File: config.mk
export PLATFORM = sky130hd
export DESIGN_NAME = depacketizer_da
export DESIGN_NICKNAME = d
export VERILOG_FILES = /design/src/rtl/depacketizer_da.sv
export SDC_FILE = /design/constraint.sdc
export NUM_CORES = 1
export LEC_CHECK = 0
export CAP_MARGIN = 25
export CORE_AREA = 2 2 76 49
export DETAILED_ROUTE_END_ITERATION = 10
export DIE_AREA = 0 0 78 51
export PLACE_DENSITY_LB_ADDON = 0.12
export SKIP_CTS_REPAIR_TIMING = 1
export SYNTH_ARGS = -nofsm -noshare
export SYNTH_HDL_FRONTEND = slang
export SYNTH_SLANG_ARGS = --single-unit
File: constraint.sdc
create_clock -name clk -period 1.46 [get_ports clk]
set_input_delay 0.292 -clock clk [delete_from_list [all_inputs] [get_ports clk]]
set_output_delay 0.292 -clock clk [all_outputs]
set_load 0.01 [all_outputs]
File: src/rtl/depacketizer_da.sv
// depacketizer_da: reassembles fixed-length NoC packets into user data
// plus the return destination and VC carried by the sender.
module depacketizer_da #(
    parameter int ADDRESS_WIDTH      = 4,
    parameter int VC_ADDRESS_WIDTH   = 1,
    parameter int WIDTH_IN           = 36,
    parameter int WIDTH_OUT          = 12,
    parameter int DEPACKETIZER_WIDTH = 1
) (
    input  logic                        clk,
    input  logic                        rst,
    input  logic [WIDTH_IN-1:0]         data_in,
    input  logic                        valid_in,
    output logic                        ready_out,
    output logic [WIDTH_OUT-1:0]        data_out,
    output logic [ADDRESS_WIDTH-1:0]    ret_dst_out,
    output logic [VC_ADDRESS_WIDTH-1:0] ret_vc_out,
    output logic                        valid_out,
    input  logic                        ready_in,
    output logic                        drop_out
);

    localparam int HPW = WIDTH_IN - 3 - ADDRESS_WIDTH - VC_ADDRESS_WIDTH;
    localparam int BPW = WIDTH_IN - 3 - VC_ADDRESS_WIDTH;
    localparam int PW  = WIDTH_OUT + ADDRESS_WIDTH + VC_ADDRESS_WIDTH;
    localparam int TOT = HPW + (DEPACKETIZER_WIDTH - 1) * BPW;
    localparam logic [1:0] LAST = 2'(DEPACKETIZER_WIDTH - 1);

    if (TOT < PW || DEPACKETIZER_WIDTH < 1 || DEPACKETIZER_WIDTH > 4) begin : g_param_check
        $fatal(1, "depacketizer_da: payload too narrow or bad flit count");
    end

    typedef enum logic {
        ASSEMBLE = 1'b0,
        HOLD     = 1'b1
    } state_e;

    state_e          state_q, state_d;
    logic [1:0]      cnt_q, cnt_d;
    logic [PW-1:0]   acc_q, acc_d;
    logic [PW-1:0]   pkt_q, pkt_d;
    logic            drop_q, drop_d;

    logic            f_valid, f_head, f_tail, accept;
    logic [PW+HPW-1:0] head_ext;
    logic [PW+BPW-1:0] body_ext;
    logic            unused_bits;

    assign f_valid  = data_in[WIDTH_IN-1];
    assign f_head   = data_in[WIDTH_IN-2];
    assign f_tail   = data_in[WIDTH_IN-3];
    assign accept   = valid_in & ready_out;
    // Earlier payload pieces shift up; only the low PW bits survive.
    assign head_ext = {{PW{1'b0}}, data_in[HPW-1:0]};
    assign body_ext = {acc_q, data_in[BPW-1:0]};

    assign unused_bits = ^{data_in[WIDTH_IN-4 -: VC_ADDRESS_WIDTH],
                           head_ext[PW+HPW-1:PW],
                           body_ext[PW+BPW-1:PW]};

    // State, counter, assembly and output registers.
    always_ff @(posedge clk or negedge rst) begin
        if (!rst) begin
            state_q <= ASSEMBLE;
            cnt_q   <= 2'd0;
            acc_q   <= '0;
            pkt_q   <= '0;
            drop_q  <= 1'b0;
        end else begin
            state_q <= state_d;
            cnt_q   <= cnt_d;
            acc_q   <= acc_d;
            pkt_q   <= pkt_d;
            drop_q  <= drop_d;
        end
    end

    // Next state: a retiring packet frees the slot for a same-cycle flit.
    always_comb begin
        state_d = state_q;
        cnt_d   = cnt_q;
        acc_d   = acc_q;
        pkt_d   = pkt_q;
        drop_d  = 1'b0;
        if (state_q == HOLD && ready_in) begin
            state_d = ASSEMBLE;
        end
        if (accept && f_valid) begin
            if (f_head) begin
                if (cnt_q != 2'd0) begin
                    drop_d = 1'b1;
                end
                if (DEPACKETIZER_WIDTH == 1) begin
                    cnt_d = 2'd0;
                    if (f_tail) begin
                        pkt_d   = head_ext[PW-1:0];
                        state_d = HOLD;
                    end else begin
                        drop_d = 1'b1;
                    end
                end else begin
                    acc_d = head_ext[PW-1:0];
                    cnt_d = 2'd1;
                end
            end else if (cnt_q == 2'd0) begin
                drop_d = 1'b1;
            end else if (f_tail != (cnt_q == LAST)) begin
                drop_d = 1'b1;
                cnt_d  = 2'd0;
            end else if (cnt_q == LAST) begin
                pkt_d   = body_ext[PW-1:0];
                state_d = HOLD;
                cnt_d   = 2'd0;
            end else begin
                acc_d = body_ext[PW-1:0];
                cnt_d = cnt_q + 2'd1;
            end
        end
    end

    // Outputs: handshake flags from state, fields from the packet register.
    always_comb begin
        ready_out   = (state_q == ASSEMBLE) | ready_in;
        valid_out   = (state_q == HOLD);
        drop_out    = drop_q;
        data_out    = pkt_q[WIDTH_OUT-1:0];
        ret_vc_out  = pkt_q[WIDTH_OUT +: VC_ADDRESS_WIDTH];
        ret_dst_out = pkt_q[PW-1 -: ADDRESS_WIDTH];
    end

endmodule
==> flow_summary.toml, run 1 <==
[cts]
htree_levels = 1
root_buffer = "clkbuf_8"
tritoncts = "done"
cts_sinks = 21
clk_latency_ps = 250
cts_buffers = 3
path_clk_slew_ps = 70
clock_path_buffers = 2

[sta]
min_period_over_period_pct = 97.4
worst_pin_slew_ps = 277
skew_ps = 1.11
relSlewSlack_pct = 81.5
worst_slack_ps = 38.2
max_freq_mhz = 703
fin_hold_ws_ps = 386
setup_violations = 0
final-max-slew-violation-count = 0
rsz0062_at_grt = "true"
final-hold-violation-count = 0
period_needed_ps = 1420

[logic_synthesis]
synth_top_area_share_pct = 55.0
ys_warn_count = 0
synth_area_leaders = "dfrtp_1, mux2_4, mux2_2"
synthSimpleGateAreaFrac_pct = 9.04
synth-seq-cells = 21
synth_top_family_by_area = "multiplexers"
synth_mux_area_share_pct = 24.0
synth_area_leader_cell = "dfrtp_1"
syn_area_per_cell_um2 = 14.7
synthesis.nets = 108
netlist_instances = 65
synth_fa_ha_area_share_pct = 3.93
ys_seq_area_share_pct = 55.0
synth_compound_area_share_pct = 3.93
syn_area_um2 = 955
synth.distinct_cells = 16
yosys.area_share.xor_xnor_pct = 0

[grt]
grt_pass1_wl_mm = 3.44
antenna_found_initial = 0
overflow = 0
grt_max_degree = 22
first_global_vias = 720
grt_util_all_layers_pct = 11.1

[placement]
dp_hpwl_mm = 1.53
placed_cells = 160
numPortBuffers = 43
place_congestion = 0.754
dpl-instance-area_um2 = 1470
post-place-ws_ps = -348

[route]
viasPerCell = 4.16
drtPass1Iterations = 2
num_vias = 690
wl_mm = 2.13
dr.first_iter.drc_count = 18
wire_per_inst_um = 12.8
drc_errors = 0
postRouteAntennaNets = 0

[floorplanning]
dieArea_um2 = 3980
die_h_um = 51
core-area_um2 = 3400
fp-row-count = 17
die_w_um = 78
top_level_ports = 60
initial_utilization_pct = 28.1

[power]
powerDensity_nw_per_um2 = 1000
peakVddDrop_mv = 0.591
p_leak_nw = 0.887

[cells_and_area]
layout-drive-gt1-share_pct = 32.8
final_nets = 163
fin_util_pct = 47.8
final_common_cell = "dlymetal6s2s_1"
fin_area_um2 = 1630
areaGrowthSynthToFinish_pct = 70.2
stdcell_count = 166
layout_common_cells = "dlymetal6s2s_1, dfrtp_1, clkdlybuf4s50_1, mux2_4, mux2_2"
fill_cells = 312
regArea_um2 = 526
multi_input_area_um2 = 418
antenna_cells = 0

[status]
status = "finished clean"

[critical_path]
cpPeakStageDelay_ps = 530
r2r_slack_ps = 50
crit_fanout = 2
path_class = "reg -> out"
critPathArrivalTime_ps = 1130
path_cells = "clkdlybuf4s50_1"
cp-start-kind = "register"
slowest_stage = "clkdlybuf4s50_1"
critPathBufInv = 1
worstPathRequired_ps = 1170
critPathTopFamily = "buffers and inverters"
critPathCaptureType = "output pin"

[flow_run]
maxCapViolCount = 0

[hold_path]
holdCritPathClass = "in -> async"
[cell families after synthesis]
kind of cell,count (synthesis)
AO/OA/AOI/OAI,6
adder cells (fa/ha/maj),3
buffers and inverters,6
flip-flops,21
multiplexers,17
AND/OR/NAND/NOR,12
[cells in the mapped netlist]
master / instances
mux2_4: 10
nand3_1: 3
nand2_2: 2
a211oi_1: 1
mux2_2: 7
nor2b_4: 1
dfrtp_1: 21
buf_12: 1
nand2_1: 2
ha_1: 3
inv_1: 5
and2b_2: 2
nor3_4: 1
o211ai_1: 2
o21ai_0: 3
nor2_1: 1
[routing by layer]
metal	track usage (%)	part of all wire, %	up-vias
met3	5.48	10	0
met1	16.3	50	326
met5	0	0	-
met2	14.7	40	32
met4	1.75	0	0
li1	-	-	332
[final cells by class]
cell class	count	area share [%]
multi-input cells	38	25.7
well taps	47	3.62
clock buffers	4	2.77
inverters	5	1.15
flip-flops and latches	21	32.3
repair buffers	51	34.4
[where the power goes]
part	internal, W	switching [W]	total (W)
combinational	0.000343	0.000174	0.000518
clock	0.000194	0.000174	0.000368
sequential	0.000693	0.0000539	0.000747
total	0.00123	0.000402	0.00163
[per-stage QoR]
step / setup TNS, ps / total power (W)
2_1_floorplan: 0 / 0.000969
3_3_place_gp: -5370 / 0.00130
3_5_place_dp: -6260 / 0.00130
4_1_cts: -1300 / 0.00169
5_1_grt: -13.0 / 0.00172
6_report: 0 / 0.00163
[state kept, by name (all words and copies together) (netlist names)]
name	cells
cnt_q	2
valid_out	1
drop_out	1
pkt_q	17
[worst paths after layout]
path,startpoint,to,cells past startpoint
worst min register to register,pkt_q[14]$_DFFE_PN0P_,pkt_q[14]$_DFFE_PN0P_,1
worst max register to register,valid_out$_DFF_PN0_,pkt_q[1]$_DFFE_PN0P_,4
min in group clk,data_in[34],drop_out$_DFF_PN0_,3
worst max-delay path,pkt_q[9]$_DFFE_PN0P_,data_out[9],1
worst min-delay path,rst,drop_out$_DFF_PN0_,2
max in group asynchronous,rst,pkt_q[7]$_DFFE_PN0P_,2
[worst reg2reg max path: cells and delay by family, from the launching register on]
family	cells	cell delay, ps
and+or+nand+nor	2	410
muxes	1	310
buffers and inverters	1	190
DFF	1	390
Note: power is estimated with default switching activity, not from simulation.
==> inputs of run 2 (changes only) <==
--- a/config.mk
+++ b/config.mk
@@ -7,8 +7,11 @@
 export LEC_CHECK = 0
 export CAP_MARGIN = 25
 export CORE_AREA = 2 2 76 49
+export CTS_BUF_LIST = sky130_fd_sc_hd__clkbuf_4 sky130_fd_sc_hd__clkbuf_8
 export DETAILED_ROUTE_END_ITERATION = 10
 export DIE_AREA = 0 0 78 51
+export GPL_ROUTABILITY_DRIVEN = 0
+export HOLD_SLACK_MARGIN = 0.1
 export PLACE_DENSITY_LB_ADDON = 0.12
 export SKIP_CTS_REPAIR_TIMING = 1
 export SYNTH_ARGS = -nofsm -noshare
==> run 2 against run 1 <==
Effect of this change: sequential share of layout area fell by 0.12 points; highest routed layer unchanged; setup slack worse by 2.5 ps; worst hold slack lost 0.75 ps; flip-flop and latch count is the same; final area grew 0.38%; register-to-register slack about the same; utilization grew 0.18 points.
==> flow_summary.toml, run 2 (same netlist as run 1, synthesis figures left out) <==
[status]
status = "finished clean"

[sta]
rsz0062_at_grt = "true"
period_needed_ps = 1420
final-max-slew-violation-count = 0
relSlewSlack_pct = 81.3
max_freq_mhz = 702
fin_hold_ws_ps = 386
min_period_over_period_pct = 97.6
skew_ps = 2.93
worst_pin_slew_ps = 281
setup_violations = 0
final-hold-violation-count = 0

[floorplanning]
top_level_ports = 60
dieArea_um2 = 3980
core-area_um2 = 3400
die_w_um = 78
initial_utilization_pct = 28.1
fp-row-count = 17
die_h_um = 51

[cells_and_area]
fin_area_um2 = 1630
top_regs = "pkt_q (17), cnt_q (2)"
areaGrowthSynthToFinish_pct = 70.9
layout_common_cells = "dlymetal6s2s_1, dfrtp_1, clkdlybuf4s50_1, mux2_4, mux2_2"
largest_reg_flops = 17
layout-drive-gt1-share_pct = 34.5
stdcell_count = 166
max_flop_register = "pkt_q"
antenna_cells = 0
fill_cells = 315
final_common_cell = "dlymetal6s2s_1"
fin_util_pct = 47.9
final_nets = 163

[route]
wire_per_inst_um = 12.7
drc_errors = 0
wl_mm = 2.11
num_vias = 687
dr.first_iter.drc_count = 16
postRouteAntennaNets = 0
viasPerCell = 4.14
drtPass1Iterations = 4

[critical_path]
cp-start-kind = "register"
critPathCaptureType = "output pin"
path_class = "reg -> out"
critPathArrivalTime_ps = 1130
cpPeakStageDelay_ps = 530
slowest_stage = "clkdlybuf4s50_1"
crit_fanout = 2
worstPathRequired_ps = 1170
critPathBufInv = 1
r2r_cells = 4
critPathTopFamily = "buffers and inverters"
path_cells = "clkdlybuf4s50_1"
path_depth = 1

[placement]
numPortBuffers = 43
placed_cells = 160
dpl-instance-area_um2 = 1470
dp_hpwl_mm = 1.53

[cts]
clock_path_buffers = 2
htree_levels = 1
tritoncts = "done"
cts_sinks = 21
root_buffer = "clkbuf_8"
path_clk_slew_ps = 70
cts_buffers = 3
clk_latency_ps = 260

[grt]
grt_pass1_wl_mm = 3.44
antenna_found_initial = 0
first_global_vias = 716
met2_usage_pct = 13.9
grt_busiest_layer = "met1"
use_met1_pct = 16.7
grt_max_degree = 22
grt_util_all_layers_pct = 11.3
overflow = 0
grt_use_met3_pct = 6.01

[power]
powerDensity_nw_per_um2 = 1010
p_leak_nw = 0.903
total_power_w = 0.00165
peakVddDrop_mv = 0.538

[flow_run]
maxCapViolCount = 0

[hold_path]
holdCritPathClass = "in -> async"
==> run 2: cell count changes in the layout (fill, tap and decap cells not counted), sizes merged <==
cell / before / now
dlymetal6s2s: 23 / 24
clkdlybuf4s50: 20 / 19
==> run 2: power breakdown <==
part | internal, W | switching, W | leakage, nW | total (W)
Combinational | 0.000343 | 0.000174 | 0.618 | 0.000517
Clock | 0.000213 | 0.000177 | 0.0262 | 0.000389
Sequential | 0.000693 | 0.0000533 | 0.259 | 0.000746
Total | 0.00125 | 0.000404 | 0.903 | 0.00165
==> run 2: path summary, 6_finish.rpt <==
kind | slack (ps) | endpoint | start
max in group asynchronous | 850 | pkt_q[13]$_DFFE_PN0P_ | rst
min in group clk | 400 | drop_out$_DFF_PN0_ | data_in[34]
max reg2reg | 40 | pkt_q[1]$_DFFE_PN0P_ | valid_out$_DFF_PN0_
max | 40 | data_out[9] | pkt_q[9]$_DFFE_PN0P_
min | 390 | drop_out$_DFF_PN0_ | rst
min reg2reg | 510 | pkt_q[14]$_DFFE_PN0P_ | pkt_q[14]$_DFFE_PN0P_
==> run 2: cell type report <==
class	count	area, um2	area share, %
Clock buffer	4	48.8	2.99
Sequential cell	21	526	32.2
Timing Repair Buffer	51	562	34.4
Tap cell	47	58.8	3.60
Multi-Input combinational cell	38	418	25.6
Inverter	5	18.8	1.15
==> run 2: per-stage QoR <==
| stage | setup slack, ps | TNS (ps) |
|---|---|---|
| 2_1_floorplan | 15.4 | 0 |
| 3_3_place_gp | -303 | -5370 |
| 3_5_place_dp | -348 | -6260 |
| 4_1_cts | -308 | -1240 |
| 5_1_grt | -11.1 | -22.2 |
| 6_report | 35.8 | 0 |
==> run 2: layer usage <==
metal | wire length [um] | vias to the layer above
met2 | 818 | 35
met1 | 1060 | 319
li1 | - | 333
met4 | 0 | 0
met3 | 231 | 0
met5 | 0 | -
==> inputs of run 3 (changes only) <==
--- a/config.mk
+++ b/config.mk
@@ -8,6 +8,8 @@
 export CAP_MARGIN = 25
 export CORE_AREA = 2 2 76 49
 export CTS_BUF_LIST = sky130_fd_sc_hd__clkbuf_4 sky130_fd_sc_hd__clkbuf_8
+export CTS_CLUSTER_DIAMETER = 120
+export CTS_CLUSTER_SIZE = 28
 export DETAILED_ROUTE_END_ITERATION = 10
 export DIE_AREA = 0 0 78 51
 export GPL_ROUTABILITY_DRIVEN = 0
==> results of run 3 <==
Final layout, timing and power as in run 2 (identical DEF).
